[src/rtl/mycpu_pkg.sv]
// mycpu_pkg -- shared ALU definitions.
//   alu_op_t   : 4-bit operation codes (10-15 are illegal)
//   alu_st_t   : ALU control states
//   FLAG_*     : bit positions inside the {C,N,Z} flag vector
//   DW_DEFAULT : default datapath width
package mycpu_pkg;

  localparam int DW_DEFAULT = 16;

  localparam int FLAG_Z = 0;
  localparam int FLAG_N = 1;
  localparam int FLAG_C = 2;

  typedef enum logic [3:0] {
    OP_ADD  = 4'd0,
    OP_SUB  = 4'd1,
    OP_AND  = 4'd2,
    OP_OR   = 4'd3,
    OP_XOR  = 4'd4,
    OP_NOT  = 4'd5,
    OP_SHL  = 4'd6,
    OP_SHR  = 4'd7,
    OP_PASS = 4'd8,
    OP_MUL  = 4'd9
  } alu_op_t;

  typedef enum logic [1:0] {
    ST_IDLE = 2'd0,
    ST_MUL  = 2'd1,
    ST_DONE = 2'd2
  } alu_st_t;

endpackage

[src/rtl/alu_mul.sv]
// alu_mul -- iterative shift-add multiplier, one partial product per cycle.
// Ports:
//   clk, rst  : clock, synchronous active-high reset
//   start     : latch a/b and begin (ignored by design while busy)
//   a, b      : unsigned DW-bit operands
//   busy      : iteration in progress (DW cycles after start)
//   done      : high in the final busy cycle; product is valid then
//   product   : full 2*DW-bit product (combinational, valid with done)
module alu_mul #(
  parameter int DW = 16
) (
  input  logic            clk,
  input  logic            rst,
  input  logic            start,
  input  logic [DW-1:0]   a,
  input  logic [DW-1:0]   b,
  output logic            busy,
  output logic            done,
  output logic [2*DW-1:0] product
);

  localparam int CW = $clog2(DW);

  logic [2*DW-1:0] mcand_q;
  logic [DW-1:0]   mplier_q;
  logic [2*DW-1:0] acc_q;
  logic [2*DW-1:0] acc_nxt;
  logic [CW-1:0]   cnt_q;
  logic            busy_q;
  logic            last;

  assign last    = (cnt_q == CW'(DW - 1));
  assign acc_nxt = acc_q + (mplier_q[0] ? mcand_q : '0);

  // The final partial product is folded in combinationally so the caller
  // can register the product on the same edge the iteration ends.
  assign busy    = busy_q;
  assign done    = busy_q && last;
  assign product = acc_nxt;

  always_ff @(posedge clk) begin
    if (rst) begin
      mcand_q  <= '0;
      mplier_q <= '0;
      acc_q    <= '0;
      cnt_q    <= '0;
      busy_q   <= 1'b0;
    end else if (start && !busy_q) begin
      mcand_q  <= {{DW{1'b0}}, a};
      mplier_q <= b;
      acc_q    <= '0;
      cnt_q    <= '0;
      busy_q   <= 1'b1;
    end else if (busy_q) begin
      acc_q    <= acc_nxt;
      mcand_q  <= mcand_q << 1;
      mplier_q <= mplier_q >> 1;
      cnt_q    <= cnt_q + 1'b1;
      if (last) begin
        busy_q <= 1'b0;
      end
    end
  end

endmodule

[src/rtl/alu.sv]
// alu -- register-bank ALU with single-cycle ops and an optional
// iterative multiplier.
// Configuration: define ALU_MUL_EN to enable op 9 (MUL) and instantiate
// alu_mul; without it op 9 is illegal and busy_out is tied low.
// Ports:
//   clk, rst          : clock, synchronous active-high reset
//   start_in, op_in   : operation request and code (alu_op_t)
//   a_in, b_in        : operands from register-bank ports A/B
//   y_out             : registered result (register-bank write data)
//   done_out          : one-cycle completion pulse (write enable)
//   busy_out          : multiply in progress
//   flags_out         : registered {C,N,Z}
//   err_out           : pulses with done_out for an illegal op
module alu
  import mycpu_pkg::*;
#(
  parameter int DW = DW_DEFAULT
) (
  input  logic          clk,
  input  logic          rst,
  input  logic          start_in,
  input  logic [3:0]    op_in,
  input  logic [DW-1:0] a_in,
  input  logic [DW-1:0] b_in,
  output logic [DW-1:0] y_out,
  output logic          done_out,
  output logic          busy_out,
  output logic [2:0]    flags_out,
  output logic          err_out
);

  alu_st_t       state, state_nxt;
  logic          accept;
  logic          is_mul;
  logic          legal;
  logic          carry;
  logic [DW-1:0] res;
  logic          err_q;

  function automatic logic [2:0] pack_flags(input logic c, input logic [DW-1:0] y);
    logic [2:0] f;
    f         = '0;
    f[FLAG_C] = c;
    f[FLAG_N] = y[DW-1];
    f[FLAG_Z] = (y == '0);
    return f;
  endfunction

  // Requests arriving mid-multiply are dropped, not queued.
  assign accept = start_in && (state != ST_MUL);

`ifdef ALU_MUL_EN
  logic          mul_busy;
  logic          mul_done;
  logic [2*DW-1:0] mul_prod;

  assign is_mul   = (op_in == OP_MUL);
  assign busy_out = (state == ST_MUL);

  alu_mul #(.DW(DW)) u_mul (
    .clk     (clk),
    .rst     (rst),
    .start   (accept && is_mul),
    .a       (a_in),
    .b       (b_in),
    .busy    (mul_busy),
    .done    (mul_done),
    .product (mul_prod)
  );
`else
  assign is_mul   = 1'b0;
  assign busy_out = 1'b0;
`endif

  // Single-cycle datapath; the extra MSB of ADD/SUB is carry/borrow.
  always_comb begin
    res   = '0;
    carry = 1'b0;
    legal = 1'b1;
    case (op_in)
      OP_ADD:  {carry, res} = {1'b0, a_in} + {1'b0, b_in};
      OP_SUB:  {carry, res} = {1'b0, a_in} - {1'b0, b_in};
      OP_AND:  res = a_in & b_in;
      OP_OR:   res = a_in | b_in;
      OP_XOR:  res = a_in ^ b_in;
      OP_NOT:  res = ~a_in;
      OP_SHL:  begin res = a_in << 1; carry = a_in[DW-1]; end
      OP_SHR:  begin res = a_in >> 1; carry = a_in[0];    end
      OP_PASS: res = b_in;
      default: legal = 1'b0;
    endcase
  end

  always_ff @(posedge clk) begin
    if (rst) begin
      state <= ST_IDLE;
    end else begin
      state <= state_nxt;
    end
  end

  always_comb begin
    state_nxt = state;
    case (state)
      ST_IDLE, ST_DONE: begin
        if (accept) begin
          state_nxt = is_mul ? ST_MUL : ST_DONE;
        end else begin
          state_nxt = ST_IDLE;
        end
      end
      ST_MUL: begin
`ifdef ALU_MUL_EN
        if (mul_done) begin
          state_nxt = ST_DONE;
        end
`else
        state_nxt = ST_IDLE;
`endif
      end
      default: state_nxt = ST_IDLE;
    endcase
  end

  assign done_out = (state == ST_DONE);
  assign err_out  = done_out && err_q;

  // Result/flag registers: written only on a completion edge.
  always_ff @(posedge clk) begin
    if (rst) begin
      y_out     <= '0;
      flags_out <= '0;
      err_q     <= 1'b0;
    end else if (accept && !is_mul) begin
      y_out <= legal ? res : '0;
      err_q <= !legal;
      if (legal) begin
        flags_out <= pack_flags(carry, res);
      end
    end
`ifdef ALU_MUL_EN
    else if ((state == ST_MUL) && mul_done) begin
      y_out     <= mul_prod[DW-1:0];
      err_q     <= 1'b0;
      flags_out <= pack_flags(|mul_prod[2*DW-1:DW], mul_prod[DW-1:0]);
    end
`endif
  end

endmodule

[config.mk]
export PLATFORM = sky130hd
export DESIGN_NAME = alu
export DESIGN_NICKNAME = d
export VERILOG_FILES = /design/src/rtl/mycpu_pkg.sv /design/src/rtl/alu_mul.sv /design/src/rtl/alu.sv
export SDC_FILE = /design/constraint.sdc
export NUM_CORES = 1
export LEC_CHECK = 0
export ABC_AREA = 1
export BUFFER_PORTS_ARGS = -buffer_cell sky130_fd_sc_hd__buf_4
export CORE_MARGIN = 4
export CORE_UTILIZATION = 54
export DETAILED_ROUTE_END_ITERATION = 12
export PLACE_DENSITY = 0.79
export SYNTH_ARGS = -nofsm -noshare
export SYNTH_HDL_FRONTEND = slang
export SYNTH_SLANG_ARGS = --single-unit
export TNS_END_PERCENT = 50
[constraint.sdc]
create_clock -name clk -period 2.1 [get_ports clk]
set_clock_uncertainty 0.1 [all_clocks]
set_input_delay 0.21 -clock clk [delete_from_list [all_inputs] [get_ports clk]]
set_output_delay 0.21 -clock clk [all_outputs]
set_load 0.05 [all_outputs]
==> run summary <==
met1 GRT Util: 42.9%
CP Launch Type: input pin
CTS max path bufs: 2
Setup CP Type: in -> reg
RSZ-0062 raised after global routing: true
CP Max Fanout: 3
Die Ht: 96.0 um
layer with the highest usage: met2
Avg Inst Size Synth: 5.56 um^2
pwr dens: 363 mW/mm^2
Hold Path Depth: 2
# diodes: 0
type of the worst min-delay path: in -> reg
Via density: 5.82
Fillers: 528
slew of the pin with the lowest slew margin: 0.508 ns
Leak: 3.28 nW
worst hold endpoint: flags_out[0]$_SDFFE_PP0P_
setup TNS: -0.139 ns
Final Hold Vio Count: 0
distinct cell type count after synthesis: 37
largest net degree at the start of global routing: 20
gr usage total: 35.9%
Die Wd: 96.0 um
Final ANT Viol Nets: 0
grt total ovfl: 0
Num CTS Buffers: 3
slew margin rel.: 66.0%
routability-driven placement congestion ratio: 1.03
vias in the first global route: 5421
CP required: 2.21 ns
Period Utilization, post-route: 104%
Row Count: 31
Final Max Slew Viols: 0
failing checks: negative setup slack
full die area: 0.00921 mm^2
Top Ports: 61
Max Freq: 458 MHz
TritonCTS clock tree: yes
drt wl/cell: 17.2 um
most frequent cells in the layout: nand2_1 (213), buf_4 (193), inv_1 (101)
routed via count: 5985
register area share after synthesis: 10.1%
IO buf count: 59
Syn Nets: 841
number of DRC markers in iteration 0: 507
clock sinks: 21
maximum vdd drop: 0.000287 V
DRT Wirelength: 17700 um
outcome: finished with violations
TritonRoute pass-1 iters: 5
met3 Track Usage GR: 6.10%
final hold slack: 0.0502 ns
GR Util met2: 59.5%
cells after synthesis: 752
Setup-failing EPs final: 2
worst skew pair latency: 0.27 ns
R2R setup slack: 1.23 ns
crit end category: flop
Synth Flop Type: dfxtp_1
async set or reset register ratio after synthesis: 0%
min-delay src: rst
Util after Layout: 82.3%
H-tree Lvls: 1
FF-to-FF path depth: 2
Layout Nets: 1020
yosys warns: 0
Reg clk slew, reported paths: 0.08 ns
initial antenna violation count: 0
initial core utilization: 56.7%
Placed Area: 0.00559 mm^2
crit path DAT: 2.30 ns
FF-to-FF Start: flags_out[2]$_SDFFE_PP0P_
number of max-cap violations: 0
Core Region: 0.00737 mm^2
Synth-to-Final Area Change: 45.1%
Post-synth EDFFs: 0
post-synthesis cell area: 0.00418 mm^2
first-pass GRT wire length: 25900 um
setup ws final: -0.0845 ns
Synth Register Bits: 21
overall power: 2.20 mW
commonest non-fill, non-tap cell in the layout: nand2_1
reg2reg end: flags_out[2]$_SDFFE_PP0P_
Post-route DRC: 0
fin crit period: 2.18 ns
Detailed Place HPWL: 13100 um
CTS Root Cell: clkbuf_8
Final Instance Area: 0.00607 mm^2
share of post-route cells with drive strength above 1: 33.8%
[cell usage after synthesis, types with 3 or more instances]
cell type | instances | area (um^2)
nand3_1 | 106 | 531
inv_1 | 106 | 398
buf_6 | 4 | 45.0
nand2_2 | 9 | 56.3
nor2_1 | 76 | 285
a21oi_1 | 29 | 145
inv_2 | 13 | 48.8
o2111ai_1 | 5 | 43.8
dfxtp_1 | 21 | 420
nand2_1 | 223 | 837
clkbuf_1 | 3 | 11.3
nor2_4 | 4 | 45.0
ha_1 | 48 | 601
nor2_2 | 8 | 50.1
nand3_2 | 4 | 40.0
o221ai_1 | 6 | 52.6
buf_2 | 9 | 45.0
nand4_1 | 15 | 93.8
buf_4 | 8 | 60.1
o211ai_1 | 5 | 37.5
nor3_1 | 6 | 30.0
o21bai_1 | 5 | 37.5
o21ai_0 | 18 | 90.1
[cells by family after synthesis]
logic type	Yosys count	share of synthesized area [%]
and+or+nand+nor	461	49.0
other	1	0.0897
adders and majority gates	50	15.3
AOI/OAI and AO/OA	75	10.8
buffers and inverters	144	14.7
DFF	21	10.1
[worst max path at each step]
stage,startpoint,endpoint,slack (ns),cells after the start
after floorplan,a_in[0],flags_out[0]$_SDFFE_PP0P_,0.07,17
after global placement,b_in[0],flags_out[0]$_SDFFE_PP0P_,-0.31,17
after detailed placement,a_in[0],flags_out[0]$_SDFFE_PP0P_,-0.38,17
after CTS,b_in[4],flags_out[0]$_SDFFE_PP0P_,0.002,17
after global routing,a_in[0],flags_out[0]$_SDFFE_PP0P_,-0.13,16
final,b_in[1],flags_out[0]$_SDFFE_PP0P_,-0.08,15
[sequential cells by signal, indices dropped and copies added (netlist names)]
name / count
state: 1
y_out: 16
err_q: 1
flags_out: 3
[power breakdown]
| group | leakage [nW] | internal (mW) | switching [mW] | total (mW) |
|---|---|---|---|---|
| clock network | 0.0255 | 0.133 | 0.144 | 0.276 |
| logic | 3.09 | 0.621 | 0.867 | 1.49 |
| registers | 0.172 | 0.423 | 0.0157 | 0.439 |
[per-stage QoR]
step                cells  setup slack (ns)
floorplan             752            0.0734
CTS                  1024           0.00161
finish               1029           -0.0845
detailed placement   1016            -0.381
global route         1029            -0.132
global placement     1016            -0.312
[area by class of cell]
class                   count  area [um^2]  area share, %
repair buffers            198         1530           25.2
inverters                 120          462           7.61
multi-input cells         587         3490           57.5
flip-flops and latches     21          420           6.93
well taps                  99          124           2.04
clock buffers               3         41.3          0.681
clock inverters             1         5.00         0.0825
[what timing repair did]
item | in CTS | in global routing
gates resized for setup | 10 | 81
hold buffers | 0 | 0
pin swaps | 9 | 20
setup endpoints to repair | 1 | 10
buffers inserted | 4 | 5
[layer usage]
layer | wire length, um | share of wire, %
met1 | 6550 | 37
met2 | 8230 | 46
met3 | 1820 | 10
met4 | 1140 | 6.4
met5 | 0 | 0
[worst max-delay path: stages]
cell and delay, ns:
buf_4 0.11, clkinvlp_4 0.13, buf_6 0.15, fa_2 0.43, nand3_2 0.08, nand2_1 0.09
nor2_2 0.16, nand3_2 0.13, nor2_1 0.14, nand2_1 0.10, nor2_2 0.13, nand3_1 0.09
nor3_2 0.11, nand2_1 0.09, a21oi_2 0.13
Note: power is estimated with default switching activity, not from simulation.
